<file path="src/rtl/pipo_arb_pkg.sv">
// Shared types and helpers for the PIPO write arbiter.
package pipo_arb_pkg;

  typedef enum logic {IDLE, LOCKED} arb_state_e;

  localparam int MAX_R = 32;

  function automatic int idx_w(input int r);
    return (r > 2) ? $clog2(r) : 1;
  endfunction

  function automatic logic [MAX_R-1:0] onehot(input int unsigned idx, input int unsigned r);
    onehot = '0;
    if (idx < r) onehot = MAX_R'(1) << idx;
  endfunction

endpackage

</file>
<file path="src/rtl/pipo_write_arbiter_rr_pick.sv">
// Combinational round-robin picker: first eligible index at or after ptr, wrapping.
module rr_pick #(
  parameter int R  = 4,
  parameter int IW = 2
) (
  input  logic [R-1:0]  elig,
  input  logic [IW-1:0] ptr,
  output logic [IW-1:0] grant,
  output logic          any_valid
);

  int unsigned idx;

  always_comb begin
    grant     = '0;
    any_valid = 1'b0;
    idx       = 0;
    for (int unsigned k = 0; k < R; k++) begin
      idx = (32'(ptr) + k) % R;
      if (!any_valid && elig[idx]) begin
        grant     = idx[IW-1:0];
        any_valid = 1'b1;
      end
    end
  end

endmodule

</file>
<file path="src/rtl/pipo_write_arbiter.sv">
// Round-robin write arbiter with lock bursts in front of a shared N-bit register.
// Optional parity checking enabled by macro PIPO_ARB_PARITY_EN.
module pipo_write_arbiter
  import pipo_arb_pkg::*;
#(
  parameter int N        = 4,
  parameter int R        = 4,
  parameter int LOCK_MAX = 8
) (
  input  logic                  clk,
  input  logic                  rst,
  input  logic [R-1:0]          req,
  input  logic [R-1:0]          lock,
  input  logic [R*N-1:0]        wdata,
  output logic [R-1:0]          ack,
  output logic [N-1:0]          q,
  output logic [idx_w(R)-1:0]   owner,
  output logic                  owner_valid,
  output logic                  busy
`ifdef PIPO_ARB_PARITY_EN
  ,
  input  logic [R-1:0]          wpar,
  output logic                  q_par,
  output logic                  par_err
`endif
);

  localparam int IW = idx_w(R);
  localparam int CW = idx_w(LOCK_MAX);

  arb_state_e      state_q, state_d;
  logic [IW-1:0]   ptr_q, ptr_d;
  logic [IW-1:0]   owner_q, owner_d;
  logic [CW-1:0]   cnt_q, cnt_d;
  logic [N-1:0]    data_q;
  logic [R-1:0]    ack_q, ack_d;
  logic            busy_q, busy_d;

  logic [R-1:0]    elig;
  logic [IW-1:0]   pick_grant;
  logic            pick_any;
  logic            we;
  logic            store;
  logic [IW-1:0]   wsel;
  logic [N-1:0]    wslice;
  logic [MAX_R-1:0] oh;

  function automatic logic [IW-1:0] next_idx(input logic [IW-1:0] i);
    if (32'(i) == R - 1) return '0;
    return i + 1'b1;
  endfunction

  // A requester whose ack is showing is masked so a held req is not accepted twice.
  assign elig = req & ~ack_q;

  rr_pick #(.R(R), .IW(IW)) u_pick (
    .elig      (elig),
    .ptr       (ptr_q),
    .grant     (pick_grant),
    .any_valid (pick_any)
  );

  always_comb begin
    state_d = state_q;
    ptr_d   = ptr_q;
    owner_d = owner_q;
    cnt_d   = cnt_q;
    we      = 1'b0;
    wsel    = pick_grant;
    case (state_q)
      IDLE: begin
        if (pick_any) begin
          we    = 1'b1;
          ptr_d = next_idx(pick_grant);
          if (lock[pick_grant]) begin
            state_d = LOCKED;
            owner_d = pick_grant;
            cnt_d   = '0;
          end
        end
      end
      LOCKED: begin
        wsel  = owner_q;
        cnt_d = cnt_q + 1'b1;
        we    = elig[owner_q];
        if (!lock[owner_q]) begin
          state_d = IDLE;
        end else if (cnt_q == CW'(LOCK_MAX - 1)) begin
          state_d = IDLE;
          ptr_d   = next_idx(owner_q);
        end
      end
      default: state_d = IDLE;
    endcase
  end

  always_comb begin
    wslice = wdata[wsel*N +: N];
    oh     = onehot(32'(wsel), R);
    ack_d  = we ? oh[R-1:0] : '0;
    busy_d = we;
  end

`ifdef PIPO_ARB_PARITY_EN
  logic par_ok;
  logic q_par_q, par_err_q;

  assign par_ok = (^wslice) == wpar[wsel];
  assign store  = we & par_ok;

  always_ff @(posedge clk) begin
    if (rst) begin
      q_par_q   <= 1'b0;
      par_err_q <= 1'b0;
    end else begin
      if (store) q_par_q <= ^wslice;
      if (we && !par_ok) par_err_q <= 1'b1;
    end
  end

  assign q_par   = q_par_q;
  assign par_err = par_err_q;
`else
  assign store = we;
`endif

  always_ff @(posedge clk) begin
    if (rst) begin
      state_q <= IDLE;
      ptr_q   <= '0;
      owner_q <= '0;
      cnt_q   <= '0;
      data_q  <= '0;
      ack_q   <= '0;
      busy_q  <= 1'b0;
    end else begin
      state_q <= state_d;
      ptr_q   <= ptr_d;
      owner_q <= owner_d;
      cnt_q   <= cnt_d;
      ack_q   <= ack_d;
      busy_q  <= busy_d;
      if (store) data_q <= wslice;
    end
  end

  assign ack         = ack_q;
  assign q           = data_q;
  assign owner       = owner_q;
  assign owner_valid = (state_q == LOCKED);
  assign busy        = busy_q;

endmodule

</file>
<file path="config.mk">
export PLATFORM = sky130hd
export DESIGN_NAME = pipo_write_arbiter
export DESIGN_NICKNAME = d
export VERILOG_FILES = /design/src/rtl/pipo_arb_pkg.sv /design/src/rtl/pipo_write_arbiter_rr_pick.sv /design/src/rtl/pipo_write_arbiter.sv
export SDC_FILE = /design/constraint.sdc
export NUM_CORES = 1
export LEC_CHECK = 0
export BUFFER_PORTS_ARGS = -buffer_cell sky130_fd_sc_hd__buf_2
export CAP_MARGIN = 10
export CORE_AREA = 2 2 52 54
export CTS_BUF_LIST = sky130_fd_sc_hd__clkbuf_4 sky130_fd_sc_hd__clkbuf_8 sky130_fd_sc_hd__clkbuf_16
export CTS_CLUSTER_SIZE = 10
export DETAILED_ROUTE_END_ITERATION = 8
export DIE_AREA = 0 0 54 56
export GPL_TIMING_DRIVEN = 0
export PLACE_DENSITY = 0.73
export SLEW_MARGIN = 20
export SYNTH_ARGS = -nofsm -noshare
export SYNTH_HDL_FRONTEND = slang
export SYNTH_SLANG_ARGS = --single-unit
</file>
<file path="constraint.sdc">
create_clock -name clk -period 2.3 [get_ports clk]
set_input_delay 0.46 -clock clk [delete_from_list [all_inputs] [get_ports clk]]
set_output_delay 0.46 -clock clk [all_outputs]
set_load 0.02 [all_outputs]
</file>
==> results.md <==
* Synthesized area at 1170 sq um
* R2r setup slk at 0.21 ns
* Tmin final at 2.09 ns
* HP Class: input port to register
* IO buf count at 37
* Diode count at 0
* # hold bufs at CTS at 0
* Clock insertion delay at the later pin of the skew report at 0.30 ns
* RSZ-0062 raised after global routing: no
* Top cells by count, synth: 17 x dfxtp_1, 13 x nand2_1, 10 x mux2i_1
* First drt pass iteration count at 4
* Final Slew Violations at 0
* GP Congestion at 0.900
* DR DRC count at 0
* NetSw at 800 uW
* Layout area overhead at 21.5%
* Cell variety after synth at 44
* Slew HR at 67.3%
* Max Cap Viol at 0
* Hpwl dp at 2320 um
* Max frequency at 0.478 GHz
* Total Routed Length at 2990 um
* Number of global-route vias before repair at 1140
* Worst setup SP type: register
* Worst R2R Start: ptr_q[1]$_SDFFE_PP0P_
* Yosys warns at 0
* Layout cells sized above 1 at 34.5%
* H-tree Lvls at 1
* Cell Pwr Density at 1240 nW/um^2
* DR vias/cell at 5.96
* Post-synth top area share at 29.0%
* Req. time, crit path at 2.50 ns
* Logic pwr share at 62.0%
* Clock power share at 10.0%
* Top FF cell, synth: dfxtp_1
* CTS max path bufs at 2
* Die Area at 3020 sq um
* Run status: finished clean
* Rows at 18
* CP Capture Type: register
* Number of DRC markers in iteration 0 at 31
* Die height at 56 um
* TritonCTS Buffers at 3
* # IOs at 38
* Clock-pin transition on the worst setup and hold timing paths at 0.11 ns
* VDD IR-drop max at 0.738 mV
* Avg Cell Area, Syn at 9.03 sq um
* Tcrit/Tclk final at 90.9%
* Worst min-delay path endpoint: q[0]$_SDFFE_PP0P_
* Routed vias at 1197
* Critical path type: register to register
* R2R Path End: owner[0]$_SDFFE_PP0P_
* Worst Tran Pin Value at 0.484 ns
* Initial antenna violation count at 0
* Syn Nets at 159
* Cell with the most instances after synthesis: dfxtp_1
* Die W at 54 um
* Clock Skews at 0.00927 ns
* Largest area contributor in the netlist: dfxtp_1
* Post-layout nets at 201
* Post-synthesis sequential area ratio at 29.0%
* Largest net degree at the start of global routing at 11
* Sink Count at 17
* Worst-path cell chain: buf_6 > or4b_1 > o31ai_1 > a221o_2 > mux2i_1 > o22a_2 > mux2_4
* Placed Cells at 197
* Final ANT Viol Nets at 0
* Critical path's slowest cell: or4b_1
* Max FO, Critical Path at 8
* Starting Density at 48.3%
* Static Leak at 0.000638 uW
* Total GRT Usage at 21.1%
* Internal power at 966 uW
* Sw Ratio at 45.3%
* Min-Delay Startpoint: wdata[8]
* Grt ovf at 0
* Area of the core at 2430 sq um
* CP arrival at 2.29 ns
* Cells after Synth at 130
* #FFs+latches synth at 17
* Area contributors post-synth: dfxtp_1 29%, mux2i_1 8.5%, nand2_1 4.2%
* Synth async-reset ratio at 0%
* WHS Path Cells at 3
* Wirelength per Cell at 14.9 um
* Setup TNS at 0 ns
* Post-route insts no fill at 201
* Worst reg2reg path depth at 7
* Max stage delay on crit path at 0.49 ns
* Clk root buf: clkbuf_4
* Global-route wire length before repair at 4910 um
* EDFF count, synth at 0
* Postcts setup bufs at 0
* Flop pwr share at 28.0%
* Final setup violation count at 0
* Final hold violation count at 0
* CTS tree: built
==> kinds of logic after synthesis <==
kind of cell / after synthesis / share of synthesized area [%]
AO/OA/AOI/OAI: 37 / 23.5
XOR/XNOR: 1 / 0.746
adder cells (fa/ha/maj): 3 / 3.20
buffers and inverters: 10 / 6.18
flip-flops: 17 / 29.0
multiplexers: 13 / 13.6
AND/OR/NAND/NOR: 49 / 23.8
==> timing repair <==
item,CTS,global route
resized for setup,0,1
endpoints found under the hold margin,0,0
endpoints found under the setup margin,0,4
==> area by class of cell <==
class | count | area, sq um
Fill cell | 243 | 1010
Multi-Input combinational cell | 103 | 761
Sequential cell | 17 | 340
Timing Repair Buffer | 37 | 185
Buffer | 5 | 53.8
Tap cell | 30 | 37.5
Clock buffer | 4 | 30.0
Inverter | 5 | 18.8
==> through the flow <==
step / hold WS [ns] / setup slack (ns) / area [sq um] / power (uW) / util (%)
after floorplan: 0.444 / 0.338 / 1170 / 1320 / -
after global placement: 0.441 / -0.00700 / 1400 / 1550 / 57.4
after detailed placement: 0.459 / -0.0442 / 1400 / 1580 / 57.4
after CTS: 0.465 / 0.139 / 1430 / 1760 / 58.6
after global routing: 0.472 / 0.110 / 1430 / 1890 / 58.6
final: 0.463 / 0.209 / 1430 / 1770 / 58.6
==> worst max-delay path, delay by kind of cell, from the launching register on <==
family | cells | cell delay (ns)
flops | 1 | 0.32
compound gates | 3 | 0.52
simple gates | 1 | 0.49
buf+inv | 1 | 0.13
mux | 2 | 0.52
==> power by group through the flow <==
stage               clock, uW  sequential (uW)  combinational, uW
detailed placement          0              500               1080
global route              192              510               1190
global placement            0              493               1050
floorplan                   0              576                741
finish                    177              495               1090
CTS                       179              494               1090
==> how the worst max path moves through the flow <==
stage / startpoint / endpoint / slack (ns) / depth (start not counted)
2_1_floorplan: req[2] / owner[0]$_SDFFE_PP0P_ / 0.34 / 6
3_3_place_gp: req[0] / q[0]$_SDFFE_PP0P_ / -0.007 / 7
3_5_place_dp: req[0] / q[0]$_SDFFE_PP0P_ / -0.04 / 7
4_1_cts: ptr_q[0]$_SDFFE_PP0P_ / q[1]$_SDFFE_PP0P_ / 0.14 / 6
5_1_grt: ptr_q[1]$_SDFFE_PP0P_ / owner[0]$_SDFFE_PP0P_ / 0.11 / 7
6_report: ptr_q[1]$_SDFFE_PP0P_ / owner[0]$_SDFFE_PP0P_ / 0.21 / 7
==> layout by cell type (no fill, tap or decap), drive strengths merged, types with 3 or more instances in the layout <==
cell,instances
o221ai,4
clkbuf,7
inv,5
nand2,13
a21oi,5
o21ai,7
and2,3
ha,3
nor2,7
buf,39
dfxtp,17
nor2b,5
nand2b,4
nand3b,4
o41ai,3
o22ai,3
mux2i,10
==> state kept, by name, summed over array words and instances, names as in the netlist <==
register / flops
q: 4
ptr_q: 2
owner_valid: 1
cnt_q: 3
busy: 1
ack: 4
owner: 2
==> layer usage <==
metal | vias to the layer above | wire, um | track usage [%]
met5 | - | 0 | 0
met4 | 0 | 37 | 6.79
met3 | 6 | 223 | 3.23
met2 | 65 | 1510 | 35.4
met1 | 554 | 1220 | 26.9
li1 | 572 | - | -
No activity file was read; power rests on OpenSTA's default activity.
